**src/rtl/multicycle_control.sv**
```systemverilog
// rtl/multicycle_control.sv - multicycle MIPS-16 control FSM with shared memory port handshake
// Optional: define MC_RETIRE_CNT_EN to enable the retired-instruction counter.
module multicycle_control #(
    parameter int MEM_TIMEOUT = 15,
    parameter int CNT_W       = 16
) (
    input  logic             clock,
    input  logic             reset,
    input  logic [3:0]       opcode,
    input  logic             mem_ready,
    output logic             pc_write,
    output logic             pc_write_cond,
    output logic             ior_d,
    output logic             mem_read,
    output logic             mem_write,
    output logic             ir_write,
    output logic             mem_to_reg,
    output logic             reg_dst,
    output logic             reg_write,
    output logic             alu_src_a,
    output logic [1:0]       alu_src_b,
    output logic [1:0]       alu_op,
    output logic [1:0]       pc_source,
    output logic             instr_done,
    output logic             err,
    output logic [3:0]       state,
    output logic [CNT_W-1:0] retire_cnt
);

    localparam int WAIT_W = (MEM_TIMEOUT < 1) ? 1 : $clog2(MEM_TIMEOUT + 1);

    typedef enum logic [3:0] {
        FETCH   = 4'd0,
        DECODE  = 4'd1,
        MEMADR  = 4'd2,
        MEMRD   = 4'd3,
        MEMWB   = 4'd4,
        MEMWR   = 4'd5,
        EXEC    = 4'd6,
        RWB     = 4'd7,
        BRANCH  = 4'd8,
        ADDI_EX = 4'd9,
        ADDI_WB = 4'd10,
        ERROR   = 4'd15
    } state_t;

    state_t            state_q;
    state_t            state_d;
    logic [WAIT_W-1:0] wait_cnt;
    logic              waiting;
    logic              timeout;

    // Only the three memory-access states listen to mem_ready or count wait cycles.
    assign waiting = (state_q == FETCH) || (state_q == MEMRD) || (state_q == MEMWR);
    assign timeout = waiting && !mem_ready && (wait_cnt >= WAIT_W'(MEM_TIMEOUT));

    always_comb begin
        state_d = state_q;
        case (state_q)
            FETCH:   if (mem_ready) state_d = DECODE;
            DECODE: begin
                case (opcode)
                    4'b0000, 4'b0001, 4'b0010, 4'b0011, 4'b0111: state_d = EXEC;
                    4'b0101, 4'b0110:                            state_d = MEMADR;
                    4'b0100:                                     state_d = ADDI_EX;
                    4'b1000:                                     state_d = BRANCH;
                    default:                                     state_d = ERROR;
                endcase
            end
            MEMADR:  state_d = (opcode == 4'b0101) ? MEMRD : MEMWR;
            MEMRD:   if (mem_ready) state_d = MEMWB;
            MEMWB:   state_d = FETCH;
            MEMWR:   if (mem_ready) state_d = FETCH;
            EXEC:    state_d = RWB;
            RWB:     state_d = FETCH;
            BRANCH:  state_d = FETCH;
            ADDI_EX: state_d = ADDI_WB;
            ADDI_WB: state_d = FETCH;
            ERROR:   state_d = ERROR;
            default: state_d = ERROR;
        endcase
        if (timeout) begin
            state_d = ERROR;
        end
    end

    always_ff @(posedge clock) begin
        if (reset) begin
            state_q  <= FETCH;
            wait_cnt <= '0;
        end else begin
            state_q <= state_d;
            if (waiting && !mem_ready && !timeout) begin
                wait_cnt <= wait_cnt + WAIT_W'(1);
            end else begin
                wait_cnt <= '0;
            end
        end
    end

    // Outputs decode the current state; FETCH and MEMWR also look at mem_ready so the
    // load/completion strobes land in the same cycle memory finishes.
    always_comb begin
        pc_write      = 1'b0;
        pc_write_cond = 1'b0;
        ior_d         = 1'b0;
        mem_read      = 1'b0;
        mem_write     = 1'b0;
        ir_write      = 1'b0;
        mem_to_reg    = 1'b0;
        reg_dst       = 1'b0;
        reg_write     = 1'b0;
        alu_src_a     = 1'b0;
        alu_src_b     = 2'b00;
        alu_op        = 2'b00;
        pc_source     = 2'b00;
        instr_done    = 1'b0;
        err           = 1'b0;
        state         = 4'd0;
        if (!reset) begin
            state = state_q;
            case (state_q)
                FETCH: begin
                    mem_read  = 1'b1;
                    alu_src_b = 2'b01;
                    ir_write  = mem_ready;
                    pc_write  = mem_ready;
                end
                DECODE: alu_src_b = 2'b11;
                MEMADR: begin
                    alu_src_a = 1'b1;
                    alu_src_b = 2'b10;
                end
                MEMRD: begin
                    mem_read = 1'b1;
                    ior_d    = 1'b1;
                end
                MEMWB: begin
                    reg_write  = 1'b1;
                    mem_to_reg = 1'b1;
                    instr_done = 1'b1;
                end
                MEMWR: begin
                    mem_write  = 1'b1;
                    ior_d      = 1'b1;
                    instr_done = mem_ready;
                end
                EXEC: begin
                    alu_src_a = 1'b1;
                    alu_op    = 2'b10;
                end
                RWB: begin
                    reg_write  = 1'b1;
                    reg_dst    = 1'b1;
                    instr_done = 1'b1;
                end
                BRANCH: begin
                    alu_src_a     = 1'b1;
                    alu_op        = 2'b01;
                    pc_write_cond = 1'b1;
                    pc_source     = 2'b01;
                    instr_done    = 1'b1;
                end
                ADDI_EX: begin
                    alu_src_a = 1'b1;
                    alu_src_b = 2'b10;
                end
                ADDI_WB: begin
                    reg_write  = 1'b1;
                    instr_done = 1'b1;
                end
                ERROR:   err = 1'b1;
                default: err = 1'b0;
            endcase
        end
    end

`ifdef MC_RETIRE_CNT_EN
    always_ff @(posedge clock) begin
        if (reset) begin
            retire_cnt <= '0;
        end else if (instr_done) begin
            retire_cnt <= retire_cnt + CNT_W'(1);
        end
    end
`else
    assign retire_cnt = '0;
`endif

endmodule
```
**config.mk**
```make
export PLATFORM = sky130hd
export DESIGN_NAME = multicycle_control
export DESIGN_NICKNAME = d
export VERILOG_FILES = /design/src/rtl/multicycle_control.sv
export SDC_FILE = /design/constraint.sdc
export NUM_CORES = 1
export LEC_CHECK = 0
export ABC_AREA = 1
export BUFFER_PORTS_ARGS = -buffer_cell sky130_fd_sc_hd__clkbuf_2
export CAP_MARGIN = 20
export CORE_MARGIN = 1
export CORE_UTILIZATION = 48
export DETAILED_ROUTE_END_ITERATION = 16
export HOLD_SLACK_MARGIN = 0.12
export PLACE_DENSITY_LB_ADDON = 0.15
export SLEW_MARGIN = 20
export SYNTH_ARGS = -nofsm -noshare
export SYNTH_HDL_FRONTEND = slang
export SYNTH_SLANG_ARGS = --single-unit
```
**constraint.sdc**
```tcl
create_clock -name clock -period 2.65 [get_ports clock]
set_input_delay 0.265 -clock clock [delete_from_list [all_inputs] [get_ports clock]]
set_output_delay 0.265 -clock clock [all_outputs]
set_load 0.01 [all_outputs]
```
Word-level counts from Yosys, hierarchy flattened
Memory sizes are Yosys's and may differ from the RTL's.
Index checks and enable logic that the tools add are counted.
{"block": "totals", "mem_count": 1, "output_inout_bits": 38, "inputBits": 7, "mem_bits_ro": 64, "wordCells": 72, "register_bits": 8}
{"memory": "(no name shown)", "words": 16, "width": 4, "read_ports": 1, "rd_clocked_by_memory_dff": 0, "wr": 0, "line_no": "62", "source": "case (opcode)"}
{"block": "op_classes", "n_reduce_logical": 16, "muxes": 35, "n_addsub": 1, "n_lt_le_gt_ge": 1, "eq_ne": 15, "n_bitwise": 1}
{"operator": "$pmux W4 S8", "count": 1}
{"operator": "$mux W1", "count": 23}
{"operator": "$eq A4 B3 Y1 const B", "count": 5}
{"operator": "$mux W4", "count": 5}
{"operator": "$eq A4 B4 Y1 const B", "count": 4}
{"operator": "$ne A3 B3 Y1 const B", "count": 3}
{"operator": "$eq A4 B2 Y1 const B", "count": 2}
{"operator": "$reduce_or A2 Y1", "count": 4}
{"operator": "$reduce_or A4 Y1", "count": 2}
{"operator": "$pmux W2 S3", "count": 1}
{"operator": "$add A4 B1 Y4 const B", "count": 1}
{"operator": "$eq A4 B1 Y1 const B", "count": 1}
{"operator": "$ge A4 B4 Y1 const B", "count": 1}
{"operator": "$logic_not A4 Y1", "count": 1}
{"operator": "$mux W2", "count": 2}
{"operator": "$pmux W2 S2", "count": 1}
{"operator": "$logic_and A1 B1 Y1", "count": 3}
{"operator": "$mux W3", "count": 1}
{"operator": "$reduce_and A3 Y1", "count": 1}
{"operator": "$reduce_or A3 Y1", "count": 1}
{"operator": "$logic_not A1 Y1", "count": 2}
{"operator": "$logic_or A1 B1 Y1", "count": 2}
{"operator": "$pmux W1 S2", "count": 1}
{"operator": "$not A1 Y1", "count": 1}

Depth between registers and ports, before layout
{"block": "depth", "depth_word": 9, "mapped_depth": 9, "mapped_depth_nobuf": 9}

Worst setup path before layout
No wires, ideal clock.
{"block": "synth_path", "path_type": "reg2out", "start": "register state_q[3]", "end": "output pc_source[0]", "path_stages_with_launch": 6, "slack_ns": 1.223, "n_path_buf": 1, "required_ns": 2.385, "arrival_ns": 1.162, "cell_sequence": "dfxtp_1 -> inv_1 -> nor2_1 -> nand2_1 -> nor2_1 -> buf_4"}
{"block": "synth_between", "elab_chain_len": 3}
{"item": "from (decl)", "line_no": "47", "source": "state_t state_q;"}
{"item": "from (signal assigned)", "line_no": "92", "source": "state_q <= state_d;"}
{"item": "$eq A4 B4 Y1", "line_no": "122", "source": "case (state_q)"}
{"item": "$mux W1", "line_no": "122"}
{"item": "$mux W1", "line_no": "120", "source": "if (!reset) begin"}
{"item": "to (decl)", "line_no": "23", "source": "output logic [1:0] pc_source,"}
No other way between the ends.

Worst setup path in the final report
{"block": "layout_path", "start": "register state_q[3]", "end": "output instr_done"}
{"block": "layout_between", "elab_chain_len": 4, "elab_cells_between_ends": 8, "cone_classes": "eq/ne: 5; mux: 2; reduce/logical: 1"}
{"item": "$eq A4 B4 Y1 / $eq A4 B3 Y1 (equally long branches)", "line_no": "122"}
{"item": "$reduce_or A4 Y1 (no source line)"}
{"item": "$pmux W1 S2 *", "line_no": "122"}
{"item": "$mux W1 *", "line_no": "120"}
{"item": "to (decl)", "line_no": "24", "source": "output logic instr_done,"}
Mark *: on every way between the ends. The rest lies on a longest branch, timed or not.

==> run_summary.xml <==
<?xml version="1.0" encoding="UTF-8"?>
<metrics>
  <group name="timing">
    <metric name="post-route-period-util" unit="%">70.75</metric>
    <metric name="clock_period_minus_final_worst_setup_slack" unit="ns">1.875</metric>
    <metric name="finalHoldViolations" unit="">0</metric>
    <metric name="finalSetupViolations" unit="">0</metric>
    <metric name="setup-tns-final" unit="ns">0</metric>
    <metric name="rsz0062_at_grt" unit="">false</metric>
    <metric name="timing.clock.skew" unit="ns">0.01227</metric>
    <metric name="fmax" unit="MHz">533.4</metric>
    <metric name="timing_max_transition_violations_final" unit="">0</metric>
  </group>
  <group name="floorplanning">
    <metric name="die_area" unit="um^2">1980</metric>
    <metric name="die_width" unit="um">44.50</metric>
    <metric name="floorplan.rows" unit="">14</metric>
    <metric name="fp.coreArea" unit="um^2">1594</metric>
    <metric name="floorplan.die.height" unit="um">44.50</metric>
    <metric name="start_util" unit="%">54.40</metric>
    <metric name="io_pins" unit="">45</metric>
  </group>
  <group name="clock_tree">
    <metric name="clock_tree.htree_level_count" unit="">1</metric>
    <metric name="cts-root-to-sink-buffers" unit="">2</metric>
    <metric name="post_cts_resized" unit="">0</metric>
    <metric name="cts.reportedPaths.clkPinSlew" unit="ns">0.06</metric>
    <metric name="cts_hold_repair.buffers" unit="">0</metric>
    <metric name="tritoncts" unit="">yes</metric>
    <metric name="tritoncts_num_sinks" unit="">8</metric>
    <metric name="post-cts-setup-buffer-count" unit="">0</metric>
    <metric name="cts_buffers" unit="">3</metric>
    <metric name="clock_tree.root_cell" unit="">sky130_fd_sc_hd__clkbuf_4</metric>
    <metric name="worst_skew_pair.late_latency" unit="ns">0.26</metric>
  </group>
  <group name="setup_path">
    <metric name="cp.required" unit="ns">2.38</metric>
    <metric name="end_kind" unit="">primary output</metric>
    <metric name="worst-path-buf-inv" unit="">2</metric>
    <metric name="cp_num_cells" unit="">5</metric>
    <metric name="critical-path-max-stage-delay" unit="ns">0.44</metric>
    <metric name="worst_r2r_path_depth" unit="">9</metric>
    <metric name="criticalPathCategory" unit="">flip-flop to primary output</metric>
    <metric name="regToRegStartpoint" unit="">state_q[0]</metric>
    <metric name="worst_setup_path_start_kind" unit="">flip-flop</metric>
    <metric name="worstPathCellList" unit="">inv_1 -&gt; nor2_1 -&gt; nand2_1 -&gt; a31oi_1 -&gt; clkbuf_2</metric>
    <metric name="critical_path_cell_with_the_highest_stage_delay" unit="">sky130_fd_sc_hd__dfxtp_1</metric>
    <metric name="cp_top_family" unit="">flip-flops</metric>
    <metric name="worst-path-max-fanout" unit="">7</metric>
    <metric name="cp.arrival" unit="ns">1.61</metric>
    <metric name="critPathLaunch" unit="">state_q[3]</metric>
  </group>
  <group name="detailed_routing">
    <metric name="detail_route.iter0.violations" unit="">20</metric>
    <metric name="route.detailed.drc" unit="">0</metric>
    <metric name="drtPass1Iterations" unit="">4</metric>
    <metric name="postRouteAntennaNets" unit="">0</metric>
    <metric name="num_vias" unit="">869</metric>
    <metric name="route.detailed.wl_per_inst" unit="um">9.047</metric>
    <metric name="routed_wirelength" unit="um">1746</metric>
    <metric name="drt-vias-per-instance" unit="">4.503</metric>
  </group>
  <group name="synthesis">
    <metric name="synth_ff_type" unit="">sky130_fd_sc_hd__dfxtp_1</metric>
    <metric name="ys_types" unit="">24</metric>
    <metric name="post_synth_most_frequent_cells" unit="">sky130_fd_sc_hd__nand2_1, sky130_fd_sc_hd__buf_4, sky130_fd_sc_hd__nor2_1</metric>
    <metric name="synthesis.yosys.warnings" unit="">0</metric>
    <metric name="netlist_area" unit="um^2">867.1</metric>
    <metric name="synthDominantCellAreaShare" unit="%">18.47</metric>
    <metric name="ys_ff_latch" unit="">8</metric>
    <metric name="synthesis.area_per_instance" unit="um^2">6.021</metric>
    <metric name="post_synth_inst_count" unit="">144</metric>
    <metric name="ys_async_sr_fraction" unit="%">0</metric>
    <metric name="number_of_enable_flip_flop_cells_after_synthesis" unit="">0</metric>
    <metric name="post-synth-top-count-cell" unit="">sky130_fd_sc_hd__nand2_1</metric>
    <metric name="synth_sequential_area_ratio" unit="%">18.47</metric>
    <metric name="synth_area_leader_cell" unit="">sky130_fd_sc_hd__dfxtp_1</metric>
    <metric name="synth_area_leaders" unit="">sky130_fd_sc_hd__dfxtp_1, sky130_fd_sc_hd__buf_4, sky130_fd_sc_hd__nand2_1</metric>
  </group>
  <group name="global_route">
    <metric name="first_global_vias" unit="">712</metric>
    <metric name="grtUsageTotal" unit="%">18.74</metric>
    <metric name="grt_max_degree" unit="">19</metric>
    <metric name="grt_remaining_overflow" unit="">0</metric>
    <metric name="grt_first_pass_wirelength" unit="um">2815</metric>
    <metric name="initial_antenna_violation_count" unit="">0</metric>
  </group>
  <group name="cells_and_area">
    <metric name="sequential_cell_area" unit="um^2">160.2</metric>
    <metric name="multi_input_comb_area" unit="um^2">538.0</metric>
    <metric name="post_route_cells_drive_above_1_share" unit="%">28.99</metric>
    <metric name="synthToLayoutAreaGrowth" unit="%">10.82</metric>
    <metric name="fill_cells" unit="">166</metric>
    <metric name="nets" unit="">179</metric>
    <metric name="fin_area" unit="um^2">960.9</metric>
    <metric name="antenna_cells" unit="">0</metric>
  </group>
  <group name="outcome">
    <metric name="status" unit="">complete, no violations</metric>
  </group>
  <group name="placement">
    <metric name="postPlaceCellArea" unit="um^2">938.4</metric>
    <metric name="portBuffers" unit="">27</metric>
    <metric name="place_congestion" unit="">0.8457</metric>
    <metric name="hpwlAfterDp" unit="um">1448</metric>
  </group>
  <group name="pwr">
    <metric name="pwr_density_cell" unit="nW/um^2">837.7</metric>
    <metric name="power.leakage" unit="nW">0.5386</metric>
    <metric name="vdd.ir_drop.worst" unit="V">0.0005596</metric>
  </group>
  <group name="job">
    <metric name="max_cap_viol_count" unit="">0</metric>
  </group>
  <group name="min_path">
    <metric name="hold_class" unit="">input port to flip-flop</metric>
    <metric name="worst_hold_startpoint" unit="">mem_ready</metric>
    <metric name="min_delay_path_depth" unit="">4</metric>
  </group>
</metrics>
cells by family (layout without fill, tap and decap cells):
family / after synthesis / in the layout / synth area share (%)
flip-flops: 8 / 8 / 18.47
AO/OA/AOI/OAI: 15 / 15 / 9.524
other: 1 / 17 / 0.4325
buffers and inverters: 41 / 50 / 26.41
adder cells (fa/ha/maj): 1 / 1 / 1.443
XOR/XNOR: 2 / 2 / 2.021
AND/OR/NAND/NOR: 76 / 76 / 41.70
per-stage QoR:
step	cells	setup WS (ns)	hold slack [ns]	util, %	total power, mW
final	193	0.7752	0.3924	60.28	0.8049
after global routing	193	0.6625	0.4168	60.28	0.8825
after CTS	193	0.7930	0.4009	60.28	0.8094
after detailed placement	190	1.075	0.4563	58.87	0.7096
after global placement	190	1.163	0.4430	58.87	0.7062
after floorplan	160	1.223	0.4276	-	0.6015
sequential cells by signal, summed over array words and instances (netlist names):
register,flops
state_q,4
wait_cnt,4
per-layer routing:
| metal | wire, um | vias up | GRT usage [%] |
|---|---|---|---|
| met5 | 0 | - | 0 |
| met4 | 22 | 0 | 7.273 |
| met3 | 104 | 4 | 2.449 |
| met2 | 856 | 29 | 31.76 |
| met1 | 763 | 374 | 23.95 |
| li1 | - | 462 | - |
power by group:
| group | switching (mW) | internal, mW | total (mW) |
|---|---|---|---|
| Combinational | 0.341 | 0.175 | 0.516 |
| Clock | 0.0452 | 0.0521 | 0.0972 |
| Sequential | 0.0410 | 0.151 | 0.192 |
| Total | 0.427 | 0.378 | 0.805 |
layout make-up:
| class | instances | share of cell area [%] |
|---|---|---|
| Multi-Input combinational cell | 111 | 55.99 |
| Sequential cell | 8 | 16.67 |
| Timing Repair Buffer | 27 | 14.06 |
| Inverter | 20 | 7.812 |
| Tap cell | 24 | 3.125 |
| Clock buffer | 3 | 2.344 |
cell usage in the layout (no fill, tap or decap), types with 6 or more instances in the layout:
cell type / n
sky130_fd_sc_hd__nor2_1: 20
sky130_fd_sc_hd__nor2_2: 7
sky130_fd_sc_hd__nand3_1: 9
sky130_fd_sc_hd__dfxtp_1: 8
sky130_fd_sc_hd__clkbuf_2: 27
sky130_fd_sc_hd__conb_1: 17
sky130_fd_sc_hd__inv_1: 16
sky130_fd_sc_hd__a21oi_1: 6
sky130_fd_sc_hd__nand2_1: 27
worst reg2reg max path, cell delays in order, from the launching register on:
cell	delay, ns
sky130_fd_sc_hd__dfxtp_1	0.43
sky130_fd_sc_hd__inv_2	0.08
sky130_fd_sc_hd__nor2_2	0.15
sky130_fd_sc_hd__nand2_2	0.09
sky130_fd_sc_hd__nand3_2	0.08
sky130_fd_sc_hd__nand3_1	0.08
sky130_fd_sc_hd__nand2_2	0.12
sky130_fd_sc_hd__nand2_1	0.06
sky130_fd_sc_hd__nand2_1	0.06
sky130_fd_sc_hd__inv_1	0.04
final timing paths:
check / endpoint / slack (ns)
setup / recovery: instr_done / 0.78
hold / removal: state_q[3] / 0.39
setup reg to reg: state_q[1] / 1.38
hold reg to reg: wait_cnt[0] / 0.46
(Power assumes the default switching activity.)
